===== src/rtl/codec_frame_driver.sv =====
// Codec-side frame driver: paces the music player with new_frame and serializes the returned
// mono sample MSB-first into a 32-bit stereo frame (bit clock, L/R sync, data).
module codec_frame_driver #(
   parameter int CLKS_PER_HALF_BIT = 32,
   parameter int CNT_WIDTH         = 16
) (
   input  logic                  clk,
   input  logic                  reset,
   input  logic signed [15:0]    sample_in,
   input  logic                  mute,
   output logic                  new_frame,
   output logic                  bit_clk_out,
   output logic                  sync_out,
   output logic                  sdata_out,
   output logic [CNT_WIDTH-1:0]  frame_count
);

   localparam int HW = (CLKS_PER_HALF_BIT > 1) ? $clog2(CLKS_PER_HALF_BIT) : 1;
   localparam logic [HW-1:0] HALF_LAST = HW'(CLKS_PER_HALF_BIT - 1);

   logic [HW-1:0] half_cnt;
   logic          phase;
   logic [4:0]    bit_idx;
   logic [31:0]   shreg;

   logic half_end;
   logic bit_end;
   logic frame_end;

   assign half_end  = (half_cnt == HALF_LAST);
   assign bit_end   = half_end && phase;
   assign frame_end = bit_end && (bit_idx == 5'd31);

   always_ff @(posedge clk) begin
      if (reset) begin
         half_cnt    <= '0;
         phase       <= 1'b0;
         bit_idx     <= '0;
         shreg       <= '0;
         new_frame   <= 1'b0;
         frame_count <= '0;
      end else begin
         new_frame <= frame_end;
         if (half_end) begin
            half_cnt <= '0;
            phase    <= ~phase;
         end else begin
            half_cnt <= half_cnt + HW'(1);
         end
         // Loads and shifts happen as bit_clk falls, so data is stable across the rising edge
         if (frame_end) begin
            bit_idx     <= '0;
            shreg       <= mute ? 32'h0 : {sample_in, sample_in};
            frame_count <= frame_count + CNT_WIDTH'(1);
         end else if (bit_end) begin
            bit_idx <= bit_idx + 5'd1;
            shreg   <= {shreg[30:0], 1'b0};
         end
      end
   end

   assign bit_clk_out = phase;
   assign sync_out    = bit_idx[4];
   assign sdata_out   = shreg[31];

endmodule

===== config.mk =====
export PLATFORM = sky130hd
export DESIGN_NAME = codec_frame_driver
export DESIGN_NICKNAME = d
export VERILOG_FILES = /design/src/rtl/codec_frame_driver.sv
export SDC_FILE = /design/constraint.sdc
export NUM_CORES = 1
export LEC_CHECK = 0
export ABC_CLOCK_PERIOD_IN_PS = 2300
export CAP_MARGIN = 40
export CORE_MARGIN = 3
export CORE_UTILIZATION = 53
export DETAILED_ROUTE_END_ITERATION = 16
export PLACE_DENSITY = 0.79
export SETUP_SLACK_MARGIN = 0.3
export SLEW_MARGIN = 0
export SYNTH_ARGS = -nofsm -noshare
export SYNTH_HDL_FRONTEND = slang
export SYNTH_SLANG_ARGS = --single-unit

===== constraint.sdc =====
create_clock -name clk -period 2.3 [get_ports clk]
set_clock_uncertainty 0.2 [all_clocks]
set_input_delay 0.345 -clock clk [delete_from_list [all_inputs] [get_ports clk]]
set_output_delay 0.345 -clock clk [all_outputs]
set_load 0.02 [all_outputs]

# After elaboration in Yosys (flattened, before gate mapping)
# Cells that the tools add are included.
op_classes:
  bitwise: 1
  n_mux: 3
  reduce_logical: 5
  n_eq_ne: 2
  n_addsub: 3
ops:
  columns: ["operator", "n"]
  rows:
  - ["2-to-1 mux 32 bit", 3]
  - ["adder 16 x 1 -> 16 bit (second input constant)", 1]
  - ["adder 5 x 1 -> 5 bit (second input constant)", 2]
  - ["equality test 5 bit (second input constant)", 2]
  - ["OR reduction 2 bit", 2]
  - ["logical AND 1 bit", 2]
  - ["nonzero test 2 bit", 1]
  - ["NOT 1 bit", 1]
word_totals:
  input_bits: 19
  word_cells: 20
  regBits: 60
  out_inout_bits: 20

# Logic depth before layout (Yosys ltp)
depth:
  ltp_word: 4
  ltp_mapped: 9
  ltp_nobuf: 7

# Least setup slack after synthesis
# OpenSTA, ideal clock, no wires.
synth_timing:
  path_type: "register to register"
  from: "reg bit_idx[0]"
  to: "reg frame_count[15]"
  required_time_ns: 2.030
  synth_period_minus_slack_ns: 2.131
  arrival_time_ns: 1.861
  path_buffers: 2
  setup_ns: 0.070
  path_stages_with_launch: 10
  path_slack_ns: 0.169
  cell_sequence: "dfxtp_1 ha_1 and3_1 ha_1 buf_4 and3_1 buf_4 nand4_2 or4_1 a21oi_1"
synth_via:
  elab_chain_len: 2
synth_lines:
  columns: ["item", "line_no", "rtl"]
  rows:
  - ["start, declared", "23", "logic [4:0] bit_idx;"]
  - ["start signal, assigned", "56", "bit_idx <= bit_idx + 5'd1;"]
  - ["equality test 5 bit", "32", "assign frame_end = bit_end && (bit_idx == 5'd31);"]
  - ["logical AND 1 bit", "32", null]
  - ["end signal, assigned", "54", "frame_count <= frame_count + CNT_WIDTH'(1);"]
  - ["end, declared", "15", "output logic [CNT_WIDTH-1:0] frame_count"]
# Every way passes these cells.
# A chain may end at the register's enable or synchronous reset.

# Worst setup path after layout
layout_timing:
  from: "reg half_cnt[0]"
  to: "reg frame_count[15]"
layout_via:
  elab_chain_len: 3
layout_lines:
  columns: ["item", "line_no", "rtl"]
  rows:
  - ["start, declared", "21", "logic [HW-1:0] half_cnt;"]
  - ["start signal, assigned", "48", "half_cnt <= half_cnt + HW'(1);"]
  - ["equality test 5 bit", "30", "assign half_end = (half_cnt == HALF_LAST);"]
  - ["logical AND 1 bit", "31", "assign bit_end = half_end && phase;"]
  - ["logical AND 1 bit", "32", null]
# Every way passes these cells.

==> run_results.csv <==
group,metric,value,unit
sta,final_hold_viol_count,0,
setup_path,startpoint_type,"register",
synthesis,yosysWarnings,0,
routing,dr.pass1.iters,4,
cells_and_area,layout-drive-gt1-share,21.5,%
setup_path,endpoint_kind,"register",
synthesis,synth_edf_count,0,
pwr,power,1940,uW
synthesis,ys_seq_area_share,48.4,%
routing,detail-route-antenna-nets,0,
cells_and_area,num-nets-final,363,
routing,wl_met2,3070,um
synthesis,synth-compound-area-share,16.9,%
clock_tree,cts-root-buf,"clkbuf_8",
die,io_pins,39,
clock_tree,cts.sinks,60,
global_routing,grt_max_degree,39,
routing,viasPerCell,5.83,
hold_path,hp-class,"in -> reg",
pwr,powerDensity,570,nW/um^2
sta,setup_ws,223,ps
outcome,outcome,"finished clean",
sta,rsz0062_at_grt,"yes",
clock_tree,cts-buffers-inserted,9,
global_routing,grt_usage,22.0,%
routing,first_iter_violations,129,
clock_tree,cts_tree,"yes",
synthesis,syn_area,2480,sq um
die,fp.dieW,74.4,um
routing,drc_errors,0,
pwr,ir_drop,0.318,mV
synthesis,synth_xor_area_share,4.24,%
sta,tightest_slew,447,ps
placement,hpwl,3280,um
synthesis,synth_top_family_by_area,"simple AND/OR/NAND/NOR gates",
sta,setup_violations,0,
run,cap_violations,0,
global_routing,grt_pass1_vias,2187,
synthesis,ys_ff_latch,60,
synthesis,synth-main-ff-cell,"dfxtp_1",
synthesis,ys_async_sr_fraction,0,%
sta,finalCriticalPeriod,2080,ps
routing,wl_met1,2690,um
synthesis,ys_types,31,
global_routing,grt_overflow,0,
synthesis,synth.most_common_cell,"dfxtp_1",
routing,wl_met3,254,um
routing,wire_per_inst,15.5,um
clock_tree,htreeDepth,3,
global_routing,antenna_found_initial,0,
setup_path,worstPathRequired,2300,ps
sta,fmax,481,MHz
synthesis,synthMuxAreaShare,0.403,%
die,rows,24,
sta,drv_slew,0,
routing,drt-total-wl,6130,um
clock_tree,postCtsHoldBufs,0,
synthesis,syn_area_per_cell,8.47,sq um
synthesis,synth_fp_nets,317,
sta,relSlewSlack,70.2,%
clock_tree,path_clk_slew,70,ps
setup_path,crit_arrival,2070,ps
cells_and_area,antenna_cells,0,
die,initial_core_util,55.8,%
die,die_y,74.4,um
setup_path,path_max_fanout,5,
synthesis,synthTopCellsByArea,"dfxtp_1 48%, a211oi_1 9.1%, nor2_1 7.0%, nand2_1 5.6%, a21oi_1 5.4%",
synthesis,synth_top_area_share,48.4,%
sta,period_share,90.3,%
placement,io_buffers,38,
synthesis,synthCells,293,
setup_path,critical_path_class,"reg -> reg",
sta,fin_setup_tns,0,ps
die,core_area,4440,sq um
routing,vias,2307,
synthesis,synth-adder-area-share,2.52,%
synthesis,yosys.area.top_type,"dfxtp_1",
routing,top_layer,"met4",
placement,place_congestion,0.780,
global_routing,grt_first_pass_wirelength,9440,um
die,die-area,5540,sq um
clock_tree,worstSkewPairLatency,330,ps
synthesis,yosys-top-cells-count,"60 x dfxtp_1, 46 x nor2_1, 37 x nand2_1",
pwr,p_leak,0.00118,uW
cells_and_area,area_growth_syn_to_layout,37.0,%
clock_tree,cts_max_path_buffers,2,
placement,dpl_worst_slack,216,ps
synthesis,yosys.area_share.simple,23.5,%
## path summary, 6_finish.rpt
path	cells after the start	to	slack (ps)	start
setup / recovery	7	frame_count[15]$_SDFFE_PP0P_	220	half_cnt[0]$_SDFF_PP0_
hold / removal	2	frame_count[8]$_SDFFE_PP0P_	240	reset
setup reg to reg	7	frame_count[15]$_SDFFE_PP0P_	220	half_cnt[0]$_SDFF_PP0_
hold reg to reg	1	half_cnt[0]$_SDFF_PP0_	250	half_cnt[0]$_SDFF_PP0_
## sequential cells by signal (all words and copies together), names as in the netlist
name         flops
bit_clk_out      1
new_frame        1
shreg           32
half_cnt         5
bit_idx          5
frame_count     16
## where the power goes
| part | total, uW | switching, uW | internal, uW | leakage, uW |
|---|---|---|---|---|
| registers | 1050 | 5.14 | 1040 | 0.000485 |
| clock network | 825 | 412 | 413 | 0.0000889 |
| logic | 64.4 | 28.0 | 36.4 | 0.000607 |
## final cells by class
| class | count | area [sq um] |
|---|---|---|
| well taps | 52 | 65.1 |
| inverters | 2 | 10.0 |
| multi-input cells | 211 | 1380 |
| clock buffers | 11 | 141 |
| repair buffers | 55 | 569 |
| clock inverters | 5 | 27.5 |
| flip-flops and latches | 60 | 1210 |
| fillers | 304 | 1050 |
## per-stage QoR
stage                     std cells  cell area, sq um  utilization (%)  hold WS (ps)
after floorplan                 293              2540                -           200
after global placement          372              2980             66.9           212
after detailed placement        372              2980             66.9           218
after CTS                       391              3200             72.0           234
after global routing            396              3400             76.5           250
final                           396              3400             76.5           238
## logic make-up after synthesis
group                      count (synthesis)
DFF                                       60
and+or+nand+nor                          126
adders and majority gates                  5
AOI/OAI and AO/OA                         67
xor gates and xnor gates                  12
buffers and inverters                     22
muxes                                      1
## routing by layer
| layer | GRT usage (%) | up-vias |
|---|---|---|
| met5 | 0 | - |
| met4 | 13.0 | 0 |
| met3 | 5.14 | 13 |
| met2 | 34.9 | 59 |
| met1 | 27.1 | 1103 |
| li1 | - | 1132 |
## placed cells by master, fill, tap and decap left out, types with 2 or more instances in the layout
| master | count |
|---|---|
| dfxtp_1 | 56 |
| nor2_1 | 46 |
| nand2_1 | 37 |
| clkdlybuf4s50_1 | 33 |
| a21oi_1 | 18 |
| a211oi_1 | 16 |
| a211oi_2 | 14 |
| clkbuf_8 | 10 |
| a21oi_2 | 9 |
| buf_4 | 8 |
| nor3_1 | 7 |
| nand4_1 | 7 |
| xnor2_1 | 6 |
| xor2_1 | 6 |
| buf_6 | 6 |
| nand3_1 | 5 |
| o21ai_0 | 5 |
| and3_1 | 4 |
| or3_1 | 4 |
| clkinv_2 | 4 |
| ha_4 | 3 |
| dfxtp_2 | 3 |
| dlymetal6s2s_1 | 3 |
| buf_12 | 3 |
| and3_4 | 2 |
| and2_1 | 2 |
| and4_1 | 2 |
| o31ai_1 | 2 |
| nor4_2 | 2 |
| nor3b_1 | 2 |
## timing repair
| action | CTS | global route |
|---|---|---|
| pin swaps | 2 | 14 |
| gates resized for setup | 8 | 43 |
| cloned | 0 | 2 |
| endpoints found under the setup margin | 37 | 44 |
| setup buffers | 3 | 3 |
## worst max-delay path, cell delays in order (launching register included)
cell	delay [ps]
dfxtp_4	360
ha_4	120
and3_4	190
ha_4	160
and3_4	220
nand4_1	230
o31ai_1	350
a21oi_1	100
Power figures use the tool's default switching activity.
